### config.mk
export PLATFORM = sky130hd
export DESIGN_NAME = rgmii_rx_ctrl
export DESIGN_NICKNAME = d
export VERILOG_FILES = /design/src/rtl/rgmii_pkg.sv /design/src/rtl/rgmii_sat_cnt.sv /design/src/rtl/rgmii_rx_ctrl.sv
export SDC_FILE = /design/constraint.sdc
export NUM_CORES = 1
export LEC_CHECK = 0
export BUFFER_PORTS_ARGS = -buffer_cell sky130_fd_sc_hd__buf_2
export CORE_ASPECT_RATIO = 1.1
export CORE_MARGIN = 2
export CORE_UTILIZATION = 25
export DETAILED_ROUTE_END_ITERATION = 16
export PLACE_DENSITY_LB_ADDON = 0.12
export SETUP_SLACK_MARGIN = 0.3
export SLEW_MARGIN = 30
export SYNTH_ARGS = -nofsm -noshare
export SYNTH_HDL_FRONTEND = slang
export SYNTH_SLANG_ARGS = --single-unit
### constraint.sdc
create_clock -name clkrx -period 2.07 [get_ports clkrx]
set_input_delay 0.414 -clock clkrx [delete_from_list [all_inputs] [get_ports clkrx]]
set_output_delay 0.414 -clock clkrx [all_outputs]
set_load 0.02 [all_outputs]
### src/rtl/rgmii_pkg.sv
// Shared types and constants for the RGMII receive path.
package rgmii_pkg;

  // Receive sequencer states
  typedef enum logic [1:0] {
    IDLE = 2'd0,
    PRE  = 2'd1,
    DATA = 2'd2,
    DROP = 2'd3
  } rx_state_t;

  // Preamble and start-of-frame delimiter bytes as seen after nibble assembly
  localparam logic [7:0] PRE_BYTE = 8'h55;
  localparam logic [7:0] SFD_BYTE = 8'hD5;

  // In-band link speed codes carried on RXD[2:1] between frames
  localparam logic [1:0] SPEED_10M  = 2'b00;
  localparam logic [1:0] SPEED_100M = 2'b01;
  localparam logic [1:0] SPEED_1G   = 2'b10;

endpackage

### src/rtl/rgmii_sat_cnt.sv
// Saturating event counter used for the receive statistics.
module rgmii_sat_cnt #(
  parameter int CNT_W = 16
) (
  input  logic             clk,
  input  logic             clr_n,
  input  logic             inc,
  output logic [CNT_W-1:0] value
);

  // Count up on inc and stick at all-ones so a wrapped count never looks small
  always_ff @(posedge clk or negedge clr_n) begin
    if (!clr_n) begin
      value <= '0;
    end else if (inc && (value != {CNT_W{1'b1}})) begin
      value <= value + 1'b1;
    end
  end

endmodule

### src/rtl/rgmii_rx_ctrl.sv
// RGMII receive sequencer: assembles bytes from DDR pad samples, strips the
// preamble/SFD, delimits frames through a one-byte hold register so the last
// byte can carry eop, flags bad frames and tracks in-band link status.
module rgmii_rx_ctrl
  import rgmii_pkg::*;
#(
  parameter int MAX_LEN = 1536,
  parameter int MAX_PRE = 15,
  parameter int CNT_W   = 16
) (
  input  logic             clkrx,
  input  logic             rstn,
  input  logic             en,
  input  logic [3:0]       rxd_rise,
  input  logic [3:0]       rxd_fall,
  input  logic             rxctl_rise,
  input  logic             rxctl_fall,
  output logic [7:0]       m_data,
  output logic             m_valid,
  output logic             m_sop,
  output logic             m_eop,
  output logic             m_err,
  output logic             link_up,
  output logic [1:0]       link_speed,
  output logic             link_fdx,
  output logic [CNT_W-1:0] frame_cnt,
  output logic [CNT_W-1:0] err_cnt
);

  localparam int PRE_W = $clog2(MAX_PRE + 1);
  localparam int LEN_W = $clog2(MAX_LEN + 1);

  logic [7:0] byte_in;
  logic       dv;
  logic       er;

  rx_state_t  state_q, state_d;
  logic [PRE_W-1:0] pre_cnt_q, pre_cnt_d;
  logic [LEN_W-1:0] byte_cnt_q, byte_cnt_d;
  logic [7:0] hold_q, hold_d;
  logic       hold_valid_q, hold_valid_d;
  logic       err_flag_q, err_flag_d;
  logic       trunc_q, trunc_d;
  logic       sop_pend_q, sop_pend_d;

  logic       out_valid;
  logic       out_sop;
  logic       out_eop;
  logic       out_err;
  logic       link_load;
  logic       drop_err;
  logic       frame_inc;
  logic       err_inc;

  // The rising-edge nibble is the low half of the byte; RX_CTL carries DV and DV^ER
  always_comb begin
    byte_in = {rxd_fall, rxd_rise};
    dv      = rxctl_rise;
    er      = rxctl_rise ^ rxctl_fall;
  end

  // Sequencer state and per-frame bookkeeping registers
  always_ff @(posedge clkrx or negedge rstn) begin
    if (!rstn) begin
      state_q      <= IDLE;
      pre_cnt_q    <= '0;
      byte_cnt_q   <= '0;
      hold_q       <= '0;
      hold_valid_q <= 1'b0;
      err_flag_q   <= 1'b0;
      trunc_q      <= 1'b0;
      sop_pend_q   <= 1'b0;
    end else begin
      state_q      <= state_d;
      pre_cnt_q    <= pre_cnt_d;
      byte_cnt_q   <= byte_cnt_d;
      hold_q       <= hold_d;
      hold_valid_q <= hold_valid_d;
      err_flag_q   <= err_flag_d;
      trunc_q      <= trunc_d;
      sop_pend_q   <= sop_pend_d;
    end
  end

  // Next-state logic; the held byte is released one cycle later so its eop is known
  always_comb begin
    state_d      = state_q;
    pre_cnt_d    = pre_cnt_q;
    byte_cnt_d   = byte_cnt_q;
    hold_d       = hold_q;
    hold_valid_d = hold_valid_q;
    err_flag_d   = err_flag_q;
    trunc_d      = trunc_q;
    sop_pend_d   = sop_pend_q;
    out_valid    = 1'b0;
    out_sop      = 1'b0;
    out_eop      = 1'b0;
    out_err      = 1'b0;
    link_load    = 1'b0;
    drop_err     = 1'b0;

    case (state_q)
      IDLE: begin
        if (!dv && !er && (rxd_rise == rxd_fall)) begin
          link_load = 1'b1;
        end
        if (dv && en) begin
          pre_cnt_d    = PRE_W'(1);
          byte_cnt_d   = '0;
          hold_valid_d = 1'b0;
          err_flag_d   = 1'b0;
          trunc_d      = 1'b0;
          sop_pend_d   = 1'b1;
          if (byte_in == PRE_BYTE) begin
            state_d = PRE;
          end else if (byte_in == SFD_BYTE) begin
            state_d = DATA;
          end else begin
            state_d  = DROP;
            drop_err = 1'b1;
          end
        end
      end

      PRE: begin
        if (!dv) begin
          state_d  = IDLE;
          drop_err = 1'b1;
        end else if (byte_in == PRE_BYTE) begin
          if (pre_cnt_q == PRE_W'(MAX_PRE)) begin
            state_d  = DROP;
            drop_err = 1'b1;
          end else begin
            pre_cnt_d = pre_cnt_q + 1'b1;
          end
        end else if (byte_in == SFD_BYTE) begin
          state_d = DATA;
        end else begin
          state_d  = DROP;
          drop_err = 1'b1;
        end
      end

      DATA: begin
        if (trunc_q) begin
          out_valid    = 1'b1;
          out_sop      = sop_pend_q;
          out_eop      = 1'b1;
          out_err      = 1'b1;
          sop_pend_d   = 1'b0;
          hold_valid_d = 1'b0;
          trunc_d      = 1'b0;
          state_d      = dv ? DROP : IDLE;
        end else if (dv) begin
          if (er) begin
            err_flag_d = 1'b1;
          end
          if (hold_valid_q) begin
            out_valid  = 1'b1;
            out_sop    = sop_pend_q;
            sop_pend_d = 1'b0;
          end
          hold_d       = byte_in;
          hold_valid_d = 1'b1;
          byte_cnt_d   = byte_cnt_q + 1'b1;
          if (byte_cnt_q == LEN_W'(MAX_LEN - 1)) begin
            trunc_d = 1'b1;
          end
        end else begin
          if (hold_valid_q) begin
            out_valid = 1'b1;
            out_sop   = sop_pend_q;
            out_eop   = 1'b1;
            out_err   = err_flag_q | er;
          end
          sop_pend_d   = 1'b0;
          hold_valid_d = 1'b0;
          state_d      = IDLE;
        end
      end

      DROP: begin
        if (!dv) begin
          state_d = IDLE;
        end
      end

      default: begin
        state_d = IDLE;
      end
    endcase
  end

  // Registered stream outputs; data reads zero whenever no byte is presented
  always_ff @(posedge clkrx or negedge rstn) begin
    if (!rstn) begin
      m_data  <= '0;
      m_valid <= 1'b0;
      m_sop   <= 1'b0;
      m_eop   <= 1'b0;
      m_err   <= 1'b0;
    end else begin
      m_data  <= out_valid ? hold_q : 8'h00;
      m_valid <= out_valid;
      m_sop   <= out_sop;
      m_eop   <= out_eop;
      m_err   <= out_err;
    end
  end

  // Link status is only refreshed from a clean inter-frame symbol
  always_ff @(posedge clkrx or negedge rstn) begin
    if (!rstn) begin
      link_up    <= 1'b0;
      link_speed <= SPEED_10M;
      link_fdx   <= 1'b0;
    end else if (link_load) begin
      link_up    <= rxd_rise[0];
      link_speed <= rxd_rise[2:1];
      link_fdx   <= rxd_rise[3];
    end
  end

  // Statistics events: good eop, bad eop, or an abort before the payload started
  always_comb begin
    frame_inc = out_valid & out_eop & ~out_err;
    err_inc   = (out_valid & out_eop & out_err) | drop_err;
  end

  rgmii_sat_cnt #(.CNT_W(CNT_W)) u_frame_cnt (
    .clk   (clkrx),
    .clr_n (rstn),
    .inc   (frame_inc),
    .value (frame_cnt)
  );

  rgmii_sat_cnt #(.CNT_W(CNT_W)) u_err_cnt (
    .clk   (clkrx),
    .clr_n (rstn),
    .inc   (err_inc),
    .value (err_cnt)
  );

endmodule
# Word-level counts from Yosys, hierarchy flattened
# Cells that the tools add are included.
[classes]
n_addsub = 4
eq_ne = 19
muxes = 59
reduce_logical = 17
bitwise_logic = 8
[op_table]
columns = ["operator", "n"]
rows = [
  ["$mux 1", 35],
  ["$mux 11", 3],
  ["$add 16x1->16 const B", 2],
  ["$ne 16x16->1 const B", 2],
  ["$pmux 11 s2", 1],
  ["$mux 2", 8],
  ["$mux 4", 4],
  ["$ne 2x2->1 const B", 7],
  ["$add 11x1->11 const B", 1],
  ["$eq 11x11->1 const B", 1],
  ["$pmux 1 s2", 5],
  ["$reduce_and 5->1", 2],
  ["$eq 8x7->1 const B", 1],
  ["$eq 8x8->1 const B", 1],
  ["$mux 8", 1],
  ["$ne 4x4->1 const B", 2],
  ["$pmux 2 s4", 1],
  ["$pmux 4 s2", 1],
  ["$reduce_and 3->1", 2],
  ["$logic_and 1x1->1", 5],
  ["$add 4x1->4 const B", 1],
  ["$eq 2x2->1 const B", 2],
  ["$eq 4x4->1", 1],
  ["$eq 4x4->1 const B", 1],
  ["10 further kinds", 17],
]
[totals]
regBits = 77
wordCells = 125
in_bits = 13
out_inout_bits = 48

# Longest topological paths before layout
[depth]
depth_word = 9
ltp_mapped = 11
mapped_depth_nobuf = 8

# Modules after synthesis
# A second synthesis with hierarchy kept.
[unflattened]
cells_unflattened = 333
area_unflattened_um2 = 3791.1
[by_module_without_submodules]
columns = ["mod", "cells_per_inst", "seq_area_each_um2", "area_each_um2", "instances"]
rows = [
  ["rgmii_rx_ctrl", 189, 1126.1, 2149.6, 1],
  ["rgmii_sat_cnt (u_err_cnt)", 72, 400.4, 859.6, 1],
  ["rgmii_sat_cnt (u_frame_cnt)", 72, 400.4, 782.0, 1],
]

# Worst setup path after synthesis
# Ideal clock, no wire load.
[synth_timing]
path_type = "input to register"
startpoint = "input port rxctl_rise"
endpoint = "register u_frame_cnt.value[15]"
path_slack_ns = -0.031
stages = 10
required_time_ns = 1.990
setup_ns = 0.080
arrival_time_ns = 2.022
n_path_buf = 2
cell_sequence = "buf_2 inv_1 ha_1 nor2_1 o2111a_1 o41a_1 buf_2 nand2_1 nor3_1 xor2_1"
[synth_via]
elab_chain_cells = 9
elab_cells_between_ends = 13
classes_between = "mux (7); bitwise (5); reduce/logical (1)"
[synth_rtl]
columns = ["item", "line", "rtl"]
rows = [
  ["start: declaration", "rgmii_rx_ctrl.sv:16", "input logic rxctl_rise,"],
  ["$xor 1x1->1", "rgmii_rx_ctrl.sv:59", "er = rxctl_rise ^ rxctl_fall;"],
  ["$or 1x1->1", "rgmii_rx_ctrl.sv:174", "out_err = err_flag_q | er;"],
  ["$mux 1", "rgmii_rx_ctrl.sv:170", "if (hold_valid_q) begin"],
  ["$mux 1", "rgmii_rx_ctrl.sv:154", "end else if (dv) begin"],
  ["$mux 1", "rgmii_rx_ctrl.sv:145", "if (trunc_q) begin"],
  ["$mux 1", "rgmii_rx_ctrl.sv:102", "case (state_q)"],
  ["$not 1->1", "rgmii_rx_ctrl.sv:226", "frame_inc = out_valid & out_eop & ~out_err;"],
  ["$and 1x1->1 *", "rgmii_rx_ctrl.sv:226", ""],
  ["$logic_and 1x1->1 *", "rgmii_sat_cnt.sv:15", "end else if (inc && (value != {CNT_W{1'b1}})) begin"],
  ["end signal: assignment", "rgmii_sat_cnt.sv:16", "value <= value + 1'b1;"],
  ["end: declaration", "rgmii_sat_cnt.sv:8", "output logic [CNT_W-1:0] value"],
]
# Every way passes the cells marked *; elsewhere a longest branch is shown, timed or not.
# A chain may end at the register's enable or synchronous reset.

# Final worst setup path
[layout_timing]
startpoint = "input port rxd_fall[1]"
endpoint = "register u_err_cnt.value[1]"
[layout_via]
elab_chain_cells = 7
elab_cells_between_ends = 10
classes_between = "eq/ne (2); mux (6); bitwise (1); reduce/logical (1)"
[layout_rtl]
columns = ["item", "line", "rtl"]
rows = [
  ["start: declaration", "rgmii_rx_ctrl.sv:15", "input logic [3:0] rxd_fall,"],
  ["$eq 8x8->1", "rgmii_rx_ctrl.sv:116, rgmii_rx_ctrl.sv:136", ""],
  ["$mux 1", "rgmii_rx_ctrl.sv:116, rgmii_rx_ctrl.sv:136", ""],
  ["$mux 1 (on tied branches)", "rgmii_rx_ctrl.sv:129, rgmii_rx_ctrl.sv:114", ""],
  ["$mux 1 (on tied branches)", "rgmii_rx_ctrl.sv:126, rgmii_rx_ctrl.sv:107", ""],
  ["$pmux 1 s2 *", "rgmii_rx_ctrl.sv:102", ""],
  ["$or 1x1->1 *", "rgmii_rx_ctrl.sv:227", "err_inc = (out_valid & out_eop & out_err) | drop_err;"],
  ["$logic_and 1x1->1 *", "rgmii_sat_cnt.sv:15", ""],
  ["end signal: assignment", "rgmii_sat_cnt.sv:16", ""],
  ["end: declaration", "rgmii_sat_cnt.sv:8", ""],
]
# Marked as above.

==> results.txt <==
----------------------------------------------------
[STA]
  Slew HR ... 0.7422
  Largest clock skew in the final design ... 0.006744 ns
  Final count of negative-setup-slack endpoints ... 0
  Fin. Hold Viols ... 0
  Achievable clock frequency ... 540.8 MHz
  Unrepaired setup endpoints after global routing ... yes
  Tightest Pin Transition ... 0.3867 ns
  Crit path time final ... 1.849 ns
  PnR worst setup slack ... 0.2209 ns
  Ratio of final minimum period to clock period ... 0.8933
  Final-report max-slew violation count ... 0

[Logic synthesis]
  Yosys top cell area share ... 0.5542
  Count of flip-flops with a built-in enable after synthesis ... 0
  Number of instances in the synthesized netlist ... 308
  Yosys top cell by area ... dfrtp_1
  Number of distinct library cells after synthesis ... 48
  Most common cell in the netlist ... dfrtp_1
  Register area share after synthesis ... 0.5542
  Post-synthesis net count ... 326
  Number of warning messages in the yosys log ... 0
  Share of flip-flops with an asynchronous set or reset after synthesis ... 1.000
  Top_reg_cell synth ... dfrtp_1
  Combined area of all synthesized cells ... 3477 um^2
  Flop and latch count out of synthesis ... 77
  Most instantiated cells after synthesis ... 77 x dfrtp_1, 30 x xor2_1, 24 x nor2_1, 23 x nand2_1, 18 x nand3_1
  Top cells by area, synth ... dfrtp_1 55%, xor2_1 7.6%, mux2_2 4.5%
  Synthesized area divided by synthesized cell count ... 11.29 um^2

[Finish]
  Fraction of final layout cells sized beyond drive strength 1 ... 0.4343
  Cell area after layout ... 4910 um^2
  Number of filler cells placed in the layout ... 1400
  Number of antenna cells inserted ... 0
  Cell Count, Final, Fillers Out ... 614
  Post-layout nets ... 440
  Area added between synthesis and finish ... 41.20%

[Detailed routing]
  Routed wire length per instance ... 14.30 um
  DRT Wirelength ... 8.780 mm
  Iter 0 DRT Violations ... 102
  Count of TritonRoute iterations in the first routing pass ... 4
  Via-per-instance ratio ... 4.388
  Routed vias ... 2694
  Residual antenna-violating net count after detailed routing ... 0
  Final routed DRC violation total ... 0

[Floorplanning]
  Horizontal die dimension ... 116.4 um
  Initial Utilization ... 0.2541
  Die Span Y ... 127.7 um
  Standard-cell rows ... 45
  Die area ... 14870 um^2
  I/O pin cnt ... 61
  Placeable core region ... 13680 um^2

[Job]
  Max-capacitance violation count ... 0

[Pwr]
  Static leakage power ... 2.425 nW
  Reported net switching power ... 1.249 mW
  Tot Pwr ... 4.190 mW
  PD cells ... 853.5 nW/um^2
  Switching power share of the total ... 0.2980
  Sequential power share ... 0.440
  Combinational share of power ... 0.228
  Design internal power ... 2.942 mW
  VDD IR max ... 0.0003272 V
  Power share of the clock group ... 0.333

[Clock network]
  CTS tree ... yes
  CTS buffer count ... 9
  Worst-Skew Late Latency ... 0.34 ns
  CTS H-Tree Depth ... 3
  Clock transition at path regs ... 0.05 ns
  Library cell used as clock root buffer ... clkbuf_16
  Sink Count ... 77
  Max Buffers Root-to-Sink ... 2

[Critical path]
  Max FO, Critical Path ... 14
  CP Data Arrival Time ... 2.07 ns
  Critical-path cell list ... buf_2, nand4b_1, or4b_4, o21ai_1, and3_4, buf_12, nor2_4, mux2_4
  Required time of the critical path ... 2.29 ns
  Critical path capture point type ... register
  Setup CP Type ... in -> reg
  Type of origin of the critical path ... input port
  Worst-path cell with the longest stage delay ... or4b_4
  Longest individual stage delay on the worst path ... 0.53 ns

[Placement]
  RD Place Congestion ... 0.7632
  Instance count after placement with tap cells included ... 587
  I/O Buffers ... 60
  Placed cell areas ... 4358 um^2
  HPWL after DPL ... 6.287 mm
  Pre-CTS setup slack ... -0.1672 ns

[Global route]
  First-pass GRT wire length ... 14.55 mm
  Number of global-route vias before repair ... 2821
  Overall global routing resource usage ... 0.1300
  Congestion Overflow GR ... 0
  Maximum number of pins on one net before global-route repair ... 36
  Number of antenna violations at the first check in global routing ... 0

[Worst hold path]
  Hold Path Class ... in -> async

[Outcome]
  Result of the run ... completed

----------------------------------------------------
-- state kept, by name, indices dropped and copies added (netlist names) --
signal / flops
hold_valid_q: 1
hold_q: 8
m_data: 8
sop_pend_q: 1
state_q: 2
m_sop: 1
trunc_q: 1
m_err: 1
u_frame_cnt.value: 16
pre_cnt_q: 4
byte_cnt_q: 11
link_speed: 2
m_valid: 1
m_eop: 1
link_up: 1
err_flag_q: 1
link_fdx: 1
u_err_cnt.value: 16
-- stage by stage --
step,setup TNS (ns),util,hold WS (ns)
after floorplan,0,-,0.1184
after global placement,-0.5602,0.3185,0.3715
after detailed placement,-1.402,0.3185,0.3717
after CTS,0,0.3469,0.001422
after global routing,0,0.3588,0.01493
final,0,0.3588,0.001816
-- layer usage --
metal / track usage / routed length [um] / up-vias
met5: 0 / 0 / -
met4: 0.07353 / 232 / 0
met3: 0.02317 / 294 / 12
met2: 0.1980 / 4055 / 47
met1: 0.1733 / 4198 / 1331
li1: - / - / 1304
-- worst max-delay path: cells and delay by family --
| family | cells | cell delay (ns) |
|---|---|---|
| compound gates | 1 | 0.15 |
| buf+inv | 2 | 0.26 |
| mux | 1 | 0.29 |
| simple gates | 4 | 0.96 |
-- power by group through the flow --
stage	sequential, mW	combinational (mW)	clock (mW)
4_1_cts	1.85	0.950	1.46
3_5_place_dp	1.89	0.882	0
3_3_place_gp	1.88	0.879	0
5_1_grt	1.88	1.05	1.52
2_1_floorplan	2.04	0.332	0
6_report	1.84	0.953	1.39
-- worst paths after layout --
path | start | to | slack, ns | cells after the start
setup / recovery | rxd_fall[1] | u_err_cnt.value[1] | 0.22 | 8
hold / removal | rstn | pre_cnt_q[0] | 0.002 | 1
setup reg to reg | state_q[0] | u_err_cnt.value[2] | 0.22 | 7
hold reg to reg | u_err_cnt.value[4] | u_err_cnt.value[4] | 0.48 | 1
max in group asynchronous | rstn | link_fdx | 1.47 | 2
min in group clkrx | en | state_q[1] | 0.41 | 3
-- layout by cell type, fill, tap and decap left out, drive strengths merged, types with 2 or more instances in the layout --
| cell | netlist | routed |
|---|---|---|
| buf | 6 | 111 |
| dfrtp | 77 | 77 |
| xor2 | 30 | 30 |
| nor2 | 24 | 24 |
| nand2 | 23 | 23 |
| nand3 | 18 | 18 |
| mux2 | 15 | 15 |
| nor3 | 15 | 15 |
| xnor2 | 13 | 13 |
| and2 | 11 | 11 |
| nand4 | 10 | 10 |
| inv | 10 | 10 |
| clkbuf | 2 | 10 |
| and3 | 6 | 6 |
| clkinv | 0 | 5 |
| o21ai | 5 | 5 |
| ha | 5 | 5 |
| a21oi | 4 | 4 |
| nor4 | 3 | 3 |
| nor2b | 2 | 2 |
| nand4b | 2 | 2 |
| and4 | 2 | 2 |
| nand3b | 2 | 2 |
| o22ai | 2 | 2 |
| a211oi | 2 | 2 |
-- timing repair --
item                                    in CTS  in global routing
gates cloned                                 0                  0
gates resized for setup                     17                 28
pin swaps                                    5                  7
setup buffers                                9                  3
hold buffers                                 0                  0
endpoints found under the setup margin      30                 36
-- cell type report --
type                       count  area (um^2)  share of cell area
sequential                    77         1931              0.3932
multi-input combinational    213         1713              0.3489
timing repair buffer         111        733.2              0.1493
tap                          188        235.2             0.04791
clock buffer                  10        229.0             0.04664
inverter                      10        40.04            0.008155
clock inverter                 5        28.78            0.005861
-- kinds of logic after synthesis --
logic type / synth area share
xor gates and xnor gates: 0.1083
muxes: 0.05254
adders and majority gates: 0.01799
buffers and inverters: 0.02483
DFF: 0.5542
and+or+nand+nor: 0.1958
AOI/OAI and AO/OA: 0.04642
(Power assumes the default switching activity.)
